File: config.mk
export PLATFORM = sky130hd
export DESIGN_NAME = dram_responder
export DESIGN_NICKNAME = d
export VERILOG_FILES = /design/src/rtl/dram_responder_pkg.sv /design/src/rtl/dram_responder_array.sv /design/src/rtl/dram_responder.sv
export SDC_FILE = /design/constraint.sdc
export NUM_CORES = 2
export LEC_CHECK = 0
export CAP_MARGIN = 20
export CORE_MARGIN = 3
export CORE_UTILIZATION = 55
export DETAILED_ROUTE_END_ITERATION = 10
export DONT_BUFFER_PORTS = 1
export PLACE_DENSITY = 0.7
export SYNTH_ARGS = -nofsm -noshare
export SYNTH_HDL_FRONTEND = slang
export SYNTH_SLANG_ARGS = --single-unit
File: constraint.sdc
create_clock -name clock -period 3.3 [get_ports clock]
set_input_delay 0 -clock clock [delete_from_list [all_inputs] [get_ports clock]]
set_output_delay 0 -clock clock [all_outputs]
set_load 0.01 [all_outputs]
File: src/rtl/dram_responder_pkg.sv
// rtl/dram_responder_pkg.sv - shared mode encodings and word width for the DRAM path
package dram_responder_pkg;

  localparam int DATA_W = 16;

  typedef enum logic [3:0] {
    MODE_BCAST = 4'd0,
    MODE_RD1   = 4'd1,
    MODE_RD2   = 4'd2,
    MODE_RD3   = 4'd3,
    MODE_RD4   = 4'd4,
    MODE_WR1   = 4'd5,
    MODE_WR2   = 4'd6,
    MODE_WR3   = 4'd7,
    MODE_WR4   = 4'd8,
    MODE_IDLE  = 4'hF
  } mode_e;

  // Core index 0-3 for core 1-4; broadcast and idle map to 0.
  function automatic logic [1:0] core_of(input logic [3:0] m);
    logic [3:0] d;
    d = 4'd0;
    if (m >= MODE_WR1 && m <= MODE_WR4)
      d = m - MODE_WR1;
    else if (m >= MODE_RD1 && m <= MODE_RD4)
      d = m - MODE_RD1;
    return d[1:0];
  endfunction

endpackage

File: src/rtl/dram_responder_array.sv
// rtl/dram_responder_array.sv - single-port word storage with registered read, block-RAM friendly
module dram_array #(
  parameter int ADDR_W = 8,
  parameter int DATA_W = 16
) (
  input  logic              clock,
  input  logic              wr_en,
  input  logic              rd_en,
  input  logic [ADDR_W-1:0] addr,
  input  logic [DATA_W-1:0] wr_data,
  output logic [DATA_W-1:0] rd_data
);

  logic [DATA_W-1:0] mem [2**ADDR_W];

  // No reset on storage or read register so both map onto block RAM.
  always_ff @(posedge clock) begin
    if (wr_en)
      mem[addr] <= wr_data;
    if (rd_en)
      rd_data <= mem[addr];
  end

endmodule

File: src/rtl/dram_responder.sv
// rtl/dram_responder.sv - memory-side responder: decodes the registered mode and services reads/writes
module dram_responder
  import dram_responder_pkg::*;
#(
  parameter int ADDR_W = 8,
  parameter int DATA_W = dram_responder_pkg::DATA_W
) (
  input  logic              clock,
  input  logic              reset,
  input  logic [3:0]        mode,
  input  logic              end_process2,
  input  logic              end_process3,
  input  logic              end_process4,
  input  logic [15:0]       ar_out,
  input  logic [DATA_W-1:0] bus_out,
  output logic [DATA_W-1:0] dram_out,
  output logic              rd_valid,
  output logic              wr_ack,
  output logic              addr_err,
  output logic [1:0]        last_core,
  output logic [15:0]       rd_count,
  output logic [15:0]       wr_count
);

  logic [3:0]        mode_d;
  logic [2:0]        endp_d;
  logic              is_rd, is_wr, in_range, rd_en, wr_en;
  logic              zero_q;
  logic [DATA_W-1:0] rd_data;

  always_comb begin
    is_rd    = 1'b0;
    is_wr    = 1'b0;
    in_range = ((ar_out >> ADDR_W) == 16'd0);
    case (mode_d)
      MODE_BCAST, MODE_RD1, MODE_RD2, MODE_RD3, MODE_RD4: is_rd = 1'b1;
      MODE_WR1: is_wr = 1'b1;
      MODE_WR2: is_wr = !endp_d[0];
      MODE_WR3: is_wr = !endp_d[1];
      MODE_WR4: is_wr = !endp_d[2];
      default: ;
    endcase
    // Reset flushes whatever access is sitting in the mode_d stage.
    rd_en = is_rd && in_range && !reset;
    wr_en = is_wr && in_range && !reset;
  end

  dram_array #(
    .ADDR_W(ADDR_W),
    .DATA_W(DATA_W)
  ) u_array (
    .clock   (clock),
    .wr_en   (wr_en),
    .rd_en   (rd_en),
    .addr    (ar_out[ADDR_W-1:0]),
    .wr_data (bus_out),
    .rd_data (rd_data)
  );

  always_ff @(posedge clock) begin
    if (reset) begin
      mode_d    <= MODE_IDLE;
      endp_d    <= 3'b000;
      zero_q    <= 1'b1;
      rd_valid  <= 1'b0;
      wr_ack    <= 1'b0;
      addr_err  <= 1'b0;
      last_core <= 2'd0;
      rd_count  <= 16'd0;
      wr_count  <= 16'd0;
    end else begin
      mode_d   <= mode;
      endp_d   <= {end_process4, end_process3, end_process2};
      rd_valid <= is_rd;
      wr_ack   <= wr_en;
      addr_err <= (is_rd || is_wr) && !in_range;
      if (is_rd)
        zero_q <= !in_range;
      if (rd_en)
        rd_count <= rd_count + 16'd1;
      if (wr_en)
        wr_count <= wr_count + 16'd1;
      if (rd_en || wr_en)
        last_core <= core_of(mode_d);
    end
  end

  // The read register lives in the array; out-of-range reads and reset mask it to zero.
  assign dram_out = zero_q ? '0 : rd_data;

endmodule

==> results.txt <==
----------------------------------------------------
[Floorplan]
  Row count ... 195
  Starting density of the core ... 0.555
  # IOs ... 94
  Die Area ... 0.293 mm^2
  Die Ht ... 541 um
  Die X-Extent ... 541 um
  Core outline area ... 0.284 mm^2

[Cells and area]
  Non-filler instance count after layout ... 11700
  Final core utilization ... 0.637
  Nets ... 7642
  Post-synthesis to final-layout area growth ... 14.7%
  Share of layout cells above drive strength 1 ... 0.286
  Most used cells in the layout excluding fill and tap cells ... edfxtp_1, mux4_2, a22oi_1, buf_4, clkbuf_16
  Leading cell type in the layout, fill and taps excluded ... edfxtp_1
  Final instance area ... 0.181 mm^2

[Clock network]
  Clk slew on worst S/H paths ... 0.06 ns
  TritonCTS clock tree ... built
  CTS H-tree depth ... 5
  Sink count of the clock tree ... 4157
  Buffer cell driving the clock tree root ... clkbuf_16
  Max Buffers Root-to-Sink ... 4
  Skew-Pair Late Insertion Delay ... 0.96 ns
  CTS buffer count ... 404

[Flow run]
  Maxcap violations ... 0

[Timing]
  Clock period minus final worst setup slack ... 3.20 ns
  Setup Viol. Count Final ... 0
  Final Hold Vio Count ... 0
  Number of slew-limit violations in the final report ... 277
  Setup repair after global routing missed its margin ... no
  Fmax achieved ... 312 MHz
  Tcrit/Tclk final ... 0.970
  Final worst slack ... 0.0999 ns
  Relative slew slack ... -0.269
  Summed negative setup slack over all endpoints ... 0 ns
  Transition time at the pin with the least slew margin ... 1.90 ns
  Hold slack ... 0.0325 ns
  Skew final ... 0.0672 ns

[Setup path]
  Maximum fanout along the worst path ... 1
  Required time of the critical path ... 3.93 ns
  CP Launch Type ... register
  Arr. time, crit path ... 3.83 ns
  Dominant delay contributor by cell family on the critical path ... compound AO/OA/AOI/OAI gates
  Crit path capture type ... register
  Worst setup path category ... register to register
  Cells along the critical path ... mux4_2 > a22oi_1 > a21oi_1 > o41ai_4 > buf_4 > nand4_1
  Delay of the slowest cell on the worst path ... 0.78 ns
  Bufs and invs on worst path ... 1
  Standard cell with the maximum stage delay on the critical path ... o41ai_4

[Routing]
  Final wirelength ... 405000 um
  Total via count in the routed design ... 78700
  Routed len/inst ... 34.6 um
  Length of the first detailed-routing pass in iterations ... 6
  Remaining design rule violation count ... 0
  Remaining antenna violation count after routing ... 0
  Via density per instance ... 6.73
  Detailed router's first-iteration violation count ... 11800

[Synthesis]
  Syn Nets ... 6984
  Share of synthesized area spent on multiplexers ... 0.146
  Number of synthesized flops with an enable pin ... 4112
  Unique cell type count in the Yosys netlist ... 40
  Post-synthesis simple-gate area fraction ... 0.0131
  Number of instances in the synthesized netlist ... 6936
  Main combinational cell family by area after synthesis ... multiplexers
  Asr flop ratio synth ... 0
  Sequential fraction of the synthesis area ... 0.789
  Xor-xnor portion of the synthesized cell area ... 0.00150
  Cell area after technology mapping ... 0.158 mm^2
  Adder and majority gate portion of the synthesized area ... 0.000556
  Yosys Warn Count ... 0
  Share of the synthesized area in the top cell type ... 0.784
  Area fraction in compound gates after synthesis ... 0.0366
  Dominant cell type by area after synthesis ... edfxtp_1
  Average instance area after synthesis ... 22.7 um^2
  Top cells by area in the synthesized netlist ... edfxtp_1, mux4_2, a22oi_1
  Post-synthesis sequential element count ... 4157
  Top_reg_cell synth ... edfxtp_1

[Place]
  Placed Cells incl. Taps ... 10800
  Routability-driven placement congestion ratio ... 0.825
  Post-detail-place hpwl ... 215000 um
  Cell Area, Placed ... 0.166 mm^2
  Pre-CTS setup slack ... -0.499 ns
  Total of buffers placed on input and output ports ... 0

[Outcome]
  Failing checks ... max-slew violations
  Status ... finished, violations left

[Global route]
  Global router's overall resource usage ... 0.270
  Pin count of the biggest net entering global routing ... 1032
  M3 GR Usage ... 0.0546
  First-pass GRT wire length ... 569000 um
  Total overflow reported by the global router ... 0
  Met2 layer usage reported by global route ... 0.414
  Antenna violations before repair ... 22
  GRT met1 Usage ... 0.400
  Most used routing layer ... met2
  Number of global-route vias before repair ... 77200

[Pwr]
  Cell internal power dissipation ... 86.0 mW
  Fraction of power consumed by the clock network ... 0.422
  Share of power burned in registers ... 0.533
  Power per standard cell area ... 603 mW/mm^2
  IR Drop Worst-Case VDD ... 0.000567 V
  Power after layout ... 109 mW
  Relative contribution of combinational cells to total power ... 0.045
  Sw Pwr ... 22.9 mW
  Switching Share ... 0.210
  Lkg Pwr ... 56.3 nW

[Min path]
  Hold Path Class ... input pin to register

----------------------------------------------------
[routing by layer]
metal	part of all wire	wire length, um
met1	0.38	152000
met2	0.48	193000
met3	0.11	45800
met4	0.034	13700
met5	0.00017	68
[registers in the layout (all words and copies together) (netlist names)]
register         flops
rd_count            16
u_array.mem       4096
zero_q               1
wr_count            16
last_core            2
mode_d               4
wr_ack               1
addr_err             1
u_array.rd_data     16
endp_d               3
rd_valid             1
[layout make-up]
class,instances,area [um^2]
Clock inverter,227,2680
Inverter,8,30.0
Multi-Input combinational cell,2347,31500
Antenna cell,24,60.1
Sequential cell,4157,124000
Fill cell,18100,103000
Clock buffer,500,10500
Tap cell,3743,4680
Timing Repair Buffer,676,6890
[power groups by stage]
stage                     Sequential, mW  Clock (mW)  Combinational (mW)
after global placement              59.1           0                3.45
final                               58.0        45.9                4.94
after CTS                           58.0        46.4                4.56
after floorplan                     59.1           0                2.41
after detailed placement            59.1           0                3.49
after global routing                58.0        48.6                5.17
[logic make-up after synthesis]
logic type      after synthesis
fa+ha+maj                     7
compound gates              847
xor+xnor                     27
simple gates                442
flops                      4157
buf+inv                     432
mux                        1024
[synth_stat cells, drive strengths merged (7+ instances only)]
| cell | number |
|---|---|
| nor3 | 8 |
| inv | 8 |
| clkbuf | 256 |
| ha | 7 |
| nand4 | 34 |
| nand2 | 25 |
| a22oi | 512 |
| edfxtp | 4112 |
| mux4 | 1024 |
| a21oi | 260 |
| o41ai | 64 |
| nor2b | 28 |
| nor2 | 291 |
| xnor2 | 11 |
| nand2b | 7 |
| dfxtp | 45 |
| xor2 | 16 |
| nand3 | 19 |
| buf | 168 |
[what timing repair did]
action / in CTS / in global routing
resized for setup: 1 / 0
pin swaps: 0 / 1
endpoints found under the hold margin: 6135 / 31
hold buffers: 70 / 2
buffers inserted: 0 / 2
cloned: 0 / 10
endpoints found under the setup margin: 1 / 18
[worst register-to-register path: stages (launching register included)]
cell,delay (ns)
edfxtp_1,0.37
mux4_2,0.52
a22oi_1,0.44
a21oi_1,0.25
o41ai_4,0.78
buf_4,0.28
nand4_1,0.21
[path summary, 6_finish.rpt]
path	start	endpoint	slack, ns	cells after the start
max reg2reg	u_array.mem[123][10]$_DFFE_PP_	u_array.rd_data[10]$_DFFE_PP_	0.1	6
min reg2reg	mode_d[0]$_SDFF_PP1_	last_core[0]$_SDFFE_PP0P_	0.55	1
min	ar_out[3]	u_array.mem[218][1]$_DFFE_PP_	0.03	5
max	u_array.mem[123][10]$_DFFE_PP_	u_array.rd_data[10]$_DFFE_PP_	0.1	6
(Power assumes the default switching activity.)
